File: config.mk
export PLATFORM = sky130hd
export DESIGN_NAME = onehot_decoder_seq
export DESIGN_NICKNAME = d
export VERILOG_FILES = /design/src/rtl/onehot_seq_pkg.sv /design/src/rtl/decoder_param.sv /design/src/rtl/onehot_decoder_seq.sv
export SDC_FILE = /design/constraint.sdc
export NUM_CORES = 1
export LEC_CHECK = 0
export CORE_AREA = 2 2 45 47
export CTS_CLUSTER_SIZE = 20
export DETAILED_ROUTE_END_ITERATION = 8
export DIE_AREA = 0 0 47 49
export PLACE_DENSITY = 0.78
export SLEW_MARGIN = 15
export SYNTH_ARGS = -nofsm -noshare
export SYNTH_HDL_FRONTEND = slang
export SYNTH_SLANG_ARGS = --single-unit
File: constraint.sdc
create_clock -name clk -period 3 [get_ports clk]
set_input_delay 0.6 -clock clk [delete_from_list [all_inputs] [get_ports clk]]
set_output_delay 0.6 -clock clk [all_outputs]
set_load 0.02 [all_outputs]
File: src/rtl/onehot_seq_pkg.sv
`default_nettype none
// ============================================================================
// Module   : onehot_seq_pkg
// Brief    : Shared command encodings and state encodings for onehot_decoder_seq.
// Revision : 1.0 - initial release
// ============================================================================
package onehot_seq_pkg;

  localparam logic [1:0] MODE_HOLD = 2'b00;
  localparam logic [1:0] MODE_LOAD = 2'b01;
  localparam logic [1:0] MODE_ROTL = 2'b10;
  localparam logic [1:0] MODE_ROTR = 2'b11;

  localparam logic [0:0] ST_EMPTY  = 1'b0;
  localparam logic [0:0] ST_ACTIVE = 1'b1;

endpackage
`default_nettype wire

File: src/rtl/decoder_param.sv
`default_nettype none
// ============================================================================
// Module   : decoder_param
// Brief    : Combinational IN_W-to-OUT_N one-hot decoder with out-of-range flag.
// Revision : 1.0 - initial release
// ============================================================================
module decoder_param #(
  parameter int IN_W  = 3,
  parameter int OUT_N = 8
) (
  input  logic [IN_W-1:0]  in_i,
  output logic [OUT_N-1:0] dec_o,
  output logic             oor_o
);

  // An out-of-range index matches no output bit, so dec_o is zero then.
  for (genvar g = 0; g < OUT_N; g++) begin : g_dec
    assign dec_o[g] = (in_i == IN_W'(g));
  end

  if (OUT_N < (1 << IN_W)) begin : g_partial
    assign oor_o = (in_i >= IN_W'(OUT_N));
  end else begin : g_full
    assign oor_o = 1'b0;
  end

endmodule
`default_nettype wire

File: src/rtl/onehot_decoder_seq.sv
`default_nettype none
// ============================================================================
// Module   : onehot_decoder_seq
// Brief    : Registered one-hot select with load, rotate-left/right and sticky
//            out-of-range error flag.
// Revision : 1.0 - initial release
// ============================================================================
module onehot_decoder_seq #(
  parameter int IN_W  = 3,
  parameter int OUT_N = 8
) (
  input  logic             clk,
  input  logic             rst,
  input  logic             en_i,
  input  logic [1:0]       mode_i,
  input  logic [IN_W-1:0]  in_i,
  input  logic             err_clr_i,
  output logic [OUT_N-1:0] out_o,
  output logic [IN_W-1:0]  idx_o,
  output logic             valid_o,
  output logic             err_o
);

  import onehot_seq_pkg::*;

  if (IN_W < 1 || IN_W > 6) begin : g_chk_in_w
    $error("onehot_decoder_seq: IN_W must be in 1..6");
  end
  if (OUT_N < 2 || OUT_N > (1 << IN_W)) begin : g_chk_out_n
    $error("onehot_decoder_seq: OUT_N must be in 2..2**IN_W");
  end

  localparam logic [IN_W-1:0] IDX_MAX = IN_W'(OUT_N - 1);

  logic [0:0]       state_q, state_d;
  logic [OUT_N-1:0] sel_q, sel_d;
  logic [IN_W-1:0]  idx_q, idx_d;
  logic             err_q, err_d;

  logic [OUT_N-1:0] w_dec;
  logic             w_oor;
  logic             w_err_set;

  decoder_param #(
    .IN_W  (IN_W),
    .OUT_N (OUT_N)
  ) u_dec (
    .in_i  (in_i),
    .dec_o (w_dec),
    .oor_o (w_oor)
  );

  always_ff @(posedge clk) begin
    if (rst) begin
      state_q <= ST_EMPTY;
      sel_q   <= '0;
      idx_q   <= '0;
      err_q   <= 1'b0;
    end else begin
      state_q <= state_d;
      sel_q   <= sel_d;
      idx_q   <= idx_d;
      err_q   <= err_d;
    end
  end

  always_comb begin
    state_d   = state_q;
    sel_d     = sel_q;
    idx_d     = idx_q;
    w_err_set = 1'b0;
    if (en_i) begin
      case (mode_i)
        MODE_LOAD: begin
          if (w_oor) begin
            state_d   = ST_EMPTY;
            sel_d     = '0;
            idx_d     = '0;
            w_err_set = 1'b1;
          end else begin
            state_d = ST_ACTIVE;
            sel_d   = w_dec;
            idx_d   = in_i;
          end
        end
        MODE_ROTL: begin
          if (state_q == ST_ACTIVE) begin
            sel_d = {sel_q[OUT_N-2:0], sel_q[OUT_N-1]};
            idx_d = (idx_q == IDX_MAX) ? '0 : idx_q + IN_W'(1);
          end
        end
        MODE_ROTR: begin
          if (state_q == ST_ACTIVE) begin
            sel_d = {sel_q[0], sel_q[OUT_N-1:1]};
            idx_d = (idx_q == '0) ? IDX_MAX : idx_q - IN_W'(1);
          end
        end
        default: ;
      endcase
    end
    // A new error outranks a simultaneous clear.
    err_d = w_err_set | (err_q & ~err_clr_i);
  end

  always_comb begin
    out_o   = sel_q;
    idx_o   = idx_q;
    valid_o = (state_q == ST_ACTIVE);
    err_o   = err_q;
  end

endmodule
`default_nettype wire
After elaboration in Yosys (flattened, before gate mapping)
Cells that the tools add are included.
- reductions and logical operators: 5
- eq/ne operators: 13
- bitwise logic cells: 2
- add/sub/neg operators: 2
- multiplexer cells: 8
- operators by type and width (kind ; count):
    case mux 8 bit (3 select lines) ; 1
    2-to-1 mux 8 bit ; 2
    == test 3 bit (second input constant) ; 5
    2-to-1 mux 3 bit ; 4
    case mux 3 bit (3 select lines) ; 1
    == test 3 x 2 -> 1 bit (second input constant) ; 2
    logical NOT 3 bit ; 2
    == test 2 bit (second input constant) ; 2
    != test 2 bit (second input constant) ; 2
    AND reduction 4 bit ; 1
    adder 3 x 1 -> 3 bit (second input constant) ; 1
    == test 3 x 1 -> 1 bit (second input constant) ; 1
    nonzero test 3 bit ; 1
    subtractor 3 x 1 -> 3 bit (second input constant) ; 1
    == test 2 x 1 -> 1 bit (second input constant) ; 1
    AND reduction 2 bit ; 1
    bitwise AND 1 bit ; 1
    inverter 1 bit ; 1
- flip-flop bits (word level): 13
- word-level logic and storage cells: 34
- output and inout port bits: 13

Longest topological paths before layout
Gate-level depths: netlist of run 1.
- depth in word-level cells: 4
- depth in mapped cells: 5
- depth with buffers taken out: 5

Modules after synthesis
Synthesis of run 1 repeated with hierarchy kept, for this count alone.
- cell total of the unflattened synthesis: 95
- area, all modules: 875.8 um2
- by module, submodules not included (module ; cells an instance ; times used ; area an instance (um2)):
    onehot_decoder_seq ; 85 ; 1 ; 799.5
    decoder_param ; 10 ; 1 ; 76.3

Worst setup path after synthesis of run 1
No wires, ideal clock.
- path type: input to register
- from: in mode_i[0]
- to: reg sel_q[5], in the netlist out_o[5]
- data arrival time: 1.452 ns
- required time: 2.857 ns
- slack: 1.405 ns
- path buffers: 2
- cell stages on the path: 5
- setup time: 0.143 ns
- path through: buf_2 > buf_6 > mux2_2 > a32oi_1 > a211oi_2
- cells in the longest elaborated chain, start to end: 3
- elaborated cells between the ends (all ways): 8
- RTL lines (element ; RTL line ; text):
    from (decl) ; onehot_decoder_seq.sv:15 ; input logic [1:0] mode_i,
    == test 2 bit / == test 2 x 1 -> 1 bit (equally long branches) ; onehot_decoder_seq.sv:73 ; case (mode_i)
    != test 2 bit (no source line) / nonzero test 3 bit (equally long branches) ; -- ;
    AND reduction 4 bit (no source line) ; -- ;
    to (signal assigned) ; onehot_decoder_seq.sv:61 ; sel_q <= sel_d;
    to (decl) ; onehot_decoder_seq.sv:36 ; logic [OUT_N-1:0] sel_q, sel_d;
Parallel ways exist; a longest one is shown, timed or not.
A chain may end at the register's enable or synchronous reset.

Worst setup path in the final report of run 1
- from: in mode_i[0]
- to: reg idx_q[2], in the netlist idx_o[2]
- cells in the longest elaborated chain, start to end: 3
- elaborated cells between the ends (all ways): 8
- RTL lines (element ; RTL line ; text):
    == test 2 bit / == test 2 x 1 -> 1 bit (equally long branches) ; onehot_decoder_seq.sv:73 ;
    != test 2 bit (no source line) / nonzero test 3 bit (equally long branches) ; -- ;
    AND reduction 4 bit (no source line) ; -- ;
    to (signal assigned) ; onehot_decoder_seq.sv:62 ; idx_q <= idx_d;
    to (decl) ; onehot_decoder_seq.sv:37 ; logic [IN_W-1:0] idx_q, idx_d;
Parallel ways exist; a longest one is shown, timed or not.

==> results of run 1 <==
## cell families (layout without fill, tap and decap cells)
group | Yosys count | count (layout) | synth area share
compound gates | 34 | 34 | 0.3212
simple gates | 16 | 16 | 0.1047
flops | 13 | 13 | 0.3023
buf+inv | 12 | 30 | 0.08139
mux | 9 | 9 | 0.1221
fa+ha+maj | 4 | 4 | 0.05814
xor+xnor | 1 | 1 | 0.01018
## critical path, cell delays in order
cell and delay [ns]:
clkdlybuf4s50_1 0.69, mux2_4 0.47, and2_4 0.24, a311oi_2 0.21
## where the power goes
group / leakage, nW / switching [W] / total (W) / internal (W)
clock network: 0.0150 / 0.0000607 / 0.000112 / 0.0000515
registers: 0.106 / 0.0000116 / 0.000194 / 0.000182
logic: 0.258 / 0.0000620 / 0.000119 / 0.0000569
## synth_stat cells, types with 2 or more instances
master and instances:
dfxtp_1 13, nor2_1 4, nor2b_1 4, a211oi_2 8, clkbuf_1 2, buf_2 2, a22oi_1 6, a32oi_1 2
ha_1 4, a21oi_1 11, buf_6 3, mux2_2 8, inv_1 4, nand2_1 2
## cell type report
cell class,count,area [um2],area share
Sequential cell,13,260.3,0.2402
Multi-Input combinational cell,64,530.5,0.4896
Inverter,4,15.01,0.01386
Tap cell,27,33.78,0.03118
Timing Repair Buffer,22,217.7,0.2009
Clock buffer,4,26.28,0.02425
## per-stage QoR
step / setup WS [ns] / utilization / area [um2]
3_5_place_dp: 0.6781 / 0.5740 / 1057
6_report: 0.9565 / 0.5883 / 1084
4_1_cts: 0.9668 / 0.5883 / 1084
5_1_grt: 0.8464 / 0.5883 / 1084
3_3_place_gp: 0.6895 / 0.5740 / 1057
2_1_floorplan: 1.405 / - / 860.8
## state kept, by name, summed over array words and instances (netlist names)
register	flops
err_o	1
idx_o	3
out_o	8
valid_o	1
## worst max path at each step
stage	from	to	slack (ns)
final	mode_i[0]	idx_o[2]$_SDFFE_PP0P_	0.96
after global routing	mode_i[0]	idx_o[0]$_SDFFE_PP0P_	0.85
after CTS	mode_i[0]	idx_o[0]$_SDFFE_PP0P_	0.97
after detailed placement	mode_i[0]	idx_o[2]$_SDFFE_PP0P_	0.68
after global placement	mode_i[0]	idx_o[0]$_SDFFE_PP0P_	0.69
after floorplan	mode_i[0]	out_o[5]$_SDFFE_PP0P_	1.41
## per-layer routing
layer,track usage,wire length [um]
met1,0.2534,931
met2,0.2922,929
met3,0.02222,135
met4,0.08796,27
met5,0,0
==> impl_metrics.ini, run 1 <==
[detailed_routing]
routed_via_density = 5.784
via_count = 775
antenna_left = 0
drt_first_pass_iters = 4
dr.first_iter.drc_count = 23
wl_per_cell_um = 15.09
drc = 0
wirelength_um = 2022

[clocking]
h-tree-depth = 1
cts.sink_count = 13
clock-root-buffer = clkbuf_4
clockBufferDepth = 2
ctsResizeCount = 0
cts_tree = done
numCtsBuffers = 3
path_clk_slew_ns = 0.08
cts_hold_buffers = 0
cts_setup_buffers = 0
clk_latency_ns = 0.27

[cells_and_area]
layout_common_cells = clkdlybuf4s50_1, dfxtp_1, a21oi_1
n_fill_cell = 162
layout_commonest_cell = clkdlybuf4s50_1
antennaDiodeCount = 0
syn2layout_area_growth_pct = 25.87
final_cells = 134
drive_gt1_frac = 0.2150
nets = 121

[worst_hold_path]
min_to = err_o$_SDFF_PP0_
hold_start = err_o$_SDFF_PP0_
hold_path.class = flip-flop to flip-flop
whs_path_depth = 1

[grt]
grt_pass1_wl_um = 3277
antenna_found_initial = 0
grt_usage = 0.1890
overflow = 0
grt_max_degree = 18
grt_pass1_vias = 778

[timing]
fin_worst_skew_ns = 0.004479
max_freq_ghz = 0.4894
setup_violations = 0
slew-limit-headroom = 0.5441
finalCriticalPeriod_ns = 2.044
post-route-period-util = 0.6812
holdWs_ns = 0.4770
final_max_slew_viol_count = 0
tns_ns = 0
hold_violations = 0
rsz0062_at_grt = no
tightest_slew_ns = 0.6818

[worst_setup_path]
r2r_cells = 5
worst-path-max-fanout = 15
crit_path_start_kind = input port
arrival_ns = 2.22
r2r_slack_ns = 1.55
crit_required_ns = 3.18
worstReg2RegStart = idx_o[0]$_SDFFE_PP0P_
worstReg2RegEnd = idx_o[2]$_SDFFE_PP0P_
end_kind = flip-flop
worstSetupPathType = input port to flip-flop

[floorplanning]
die_y_um = 49
std_cell_rows = 16
ioPinCount = 22
dieArea_um2 = 2303
fp.dieW_um = 47
coreArea_um2 = 1842
start_util = 0.4674

[placement]
place_congestion = 0.8861
place_inst = 130
io_buffers = 21
dp_hpwl_um = 1410

[yosys]
async_flop_share = 0
synthCells = 89
yosys.area.top_type = dfxtp_1
synth_seq_area_share = 0.3023
syn_area_um2 = 860.8
ys_top_cells_by_area = dfxtp_1, a211oi_2, mux2_2
syn-mean-instance-area_um2 = 9.672
netlist.area_leader.share = 0.3023
synth_cell_types = 30
synth-seq-cells = 13
ys.warnings.count = 0
synth_nets = 102
ys.flop_type = dfxtp_1
synth_edf_count = 0

[power_and_ir_drop]
total_power_w = 0.0004252
irDropWorstVdd_mv = 0.3086
powerDensity_nw_per_um2 = 392.4
power_leakage_nw = 0.3798

[job]
maxCapViolations = 0

[outcome]
status = finished, final reports clean
No activity file was read; power rests on OpenSTA's default activity.
==> run 2: changes to the inputs <==
--- a/config.mk
+++ b/config.mk
@@ -5,11 +5,11 @@
 export SDC_FILE = /design/constraint.sdc
 export NUM_CORES = 1
 export LEC_CHECK = 0
-export CORE_AREA = 2 2 45 47
+export CORE_AREA = 2 2 48 50
 export CTS_CLUSTER_SIZE = 20
 export DETAILED_ROUTE_END_ITERATION = 8
-export DIE_AREA = 0 0 47 49
-export PLACE_DENSITY = 0.78
+export DIE_AREA = 0 0 50 52
+export PLACE_DENSITY = 0.72
 export SLEW_MARGIN = 15
 export SYNTH_ARGS = -nofsm -noshare
 export SYNTH_HDL_FRONTEND = slang
==> constraint.sdc (replaced) <==
create_clock -name clk -period 1.8 [get_ports clk]
set_input_delay 0.36 -clock clk [delete_from_list [all_inputs] [get_ports clk]]
set_output_delay 0.36 -clock clk [all_outputs]
set_load 0.02 [all_outputs]
==> impl_metrics.ini, run 2 (synthesized netlist as in run 1, its figures left out) <==
[cells_and_area]
syn2layout_area_growth_pct = 33.14
nets = 129
fin_area_um2 = 1146
layout_commonest_cell = clkdlybuf4s50_1
antennaDiodeCount = 0
largest_reg_flops = 8
drive_gt1_frac = 0.2783
final_cells = 143
layout_common_cells = clkdlybuf4s50_1, dfxtp_1, a21oi_1

[grt]
grt_pass1_vias = 756
grt_pass1_wl_um = 3367
grt_max_degree = 13
grt_usage = 0.1685
overflow = 0
antenna_found_initial = 0

[worst_setup_path]
cp-endpoint = idx_o[2]
path_depth = 1
worstSetupPathType = flip-flop to output port
crit_path_start = idx_o[2]$_SDFFE_PP0P_
arrival_ns = 1.34
critical_path.max_stage_delay_ns = 0.64
path_delay_family = buffers and inverters
worst-path-max-fanout = 6
end_kind = output port
crit_required_ns = 1.44
r2r_slack_ns = 0.41
r2r_cells = 5
path_buf_inv = 1
worstReg2RegStart = idx_o[0]$_SDFFE_PP0P_
worstReg2RegEnd = idx_o[2]$_SDFFE_PP0P_
slowest_stage = clkdlybuf4s50_1
crit_path_start_kind = flip-flop
crit_chain = clkdlybuf4s50_1

[detailed_routing]
wl_per_cell_um = 14.67
via_count = 802
drc = 0
dr.first_iter.drc_count = 21
antenna_left = 0
routed_via_density = 5.608
wirelength_um = 2098
drt_first_pass_iters = 4

[floorplanning]
ioPinCount = 22
fp.dieW_um = 50
start_util = 0.4088
dieArea_um2 = 2600
die_y_um = 52
std_cell_rows = 17
coreArea_um2 = 2106

[timing]
hold_violations = 0
setup_violations = 0
max_freq_ghz = 0.5869
fin_worst_skew_ns = 0.002474
fin_ws_ns = 0.09624
finalCriticalPeriod_ns = 1.704
final_max_slew_viol_count = 0
tns_ns = 0
post-route-period-util = 0.9465
slew-limit-headroom = 0.7929
tightest_slew_ns = 0.3100
rsz0062_at_grt = no

[power_and_ir_drop]
seq_power_share = 0.446
p_comb_frac = 0.296
power_leakage_nw = 0.4218
swShare = 0.3175
switching_power_w = 0.0002296
clkPwrFrac = 0.258
irDropWorstVdd_mv = 0.3177
intPower_w = 0.0004937
powerDensity_nw_per_um2 = 631.1

[placement]
place_inst = 139
pre_cts_ws_ns = 0.02448
io_buffers = 21
place_congestion = 0.8834
place_area_um2 = 1119
dp_hpwl_um = 1507

[worst_hold_path]
whs_path_depth = 1
hold_path.class = flip-flop to flip-flop

[clocking]
clock-root-buffer = clkbuf_4
path_clk_slew_ns = 0.09
cts.sink_count = 13
ctsResizeCount = 0
cts_setup_buffers = 0
clk_latency_ns = 0.28
cts_tree = done
cts_hold_buffers = 0
numCtsBuffers = 3
clockBufferDepth = 2
h-tree-depth = 1

[job]
maxCapViolations = 0

[outcome]
status = finished, final reports clean
[run 2: layout make-up]
class	instances	area [um2]
clock inverter	1	5.005
multi-input combinational	64	530.5
tap	28	35.03
inverter	4	15.01
timing repair buffer	30	277.8
clock buffer	3	22.52
sequential	13	260.3
fill	188	959.7
[run 2: worst min path at each step]
| stage | startpoint | end | slack [ns] |
|---|---|---|---|
| CTS | err_o$_SDFF_PP0_ | err_o$_SDFF_PP0_ | 0.48 |
| global route | err_o$_SDFF_PP0_ | err_o$_SDFF_PP0_ | 0.49 |
| floorplan | rst | idx_o[2]$_SDFFE_PP0P_ | 0.43 |
| finish | err_o$_SDFF_PP0_ | err_o$_SDFF_PP0_ | 0.48 |
| detailed placement | err_o$_SDFF_PP0_ | err_o$_SDFF_PP0_ | 0.47 |
| global placement | err_o$_SDFF_PP0_ | err_o$_SDFF_PP0_ | 0.46 |
[run 2: per-stage QoR]
stage	hold WS (ns)	util	total power (W)
floorplan	0.4279	-	0.0004587
global placement	0.4603	0.5312	0.0005378
detailed placement	0.4688	0.5312	0.0005414
CTS	0.4825	0.5443	0.0007335
global route	0.4930	0.5443	0.0007610
finish	0.4779	0.5443	0.0007233
[run 2: per-layer routing]
layer	up-vias	GRT usage	share of wire
li1	390	-	-
met1	388	0.2140	0.47
met2	22	0.2697	0.48
met3	2	0.02874	0.050
met4	0	0.09259	0.0091
met5	-	0	0
[run 2: power groups by stage]
stage	logic, W	clock network, W	registers [W]
after floorplan	0.000114	0	0.000345
after global routing	0.000230	0.000206	0.000325
after CTS	0.000215	0.000196	0.000322
final	0.000214	0.000187	0.000322
after global placement	0.000209	0	0.000329
after detailed placement	0.000212	0	0.000329
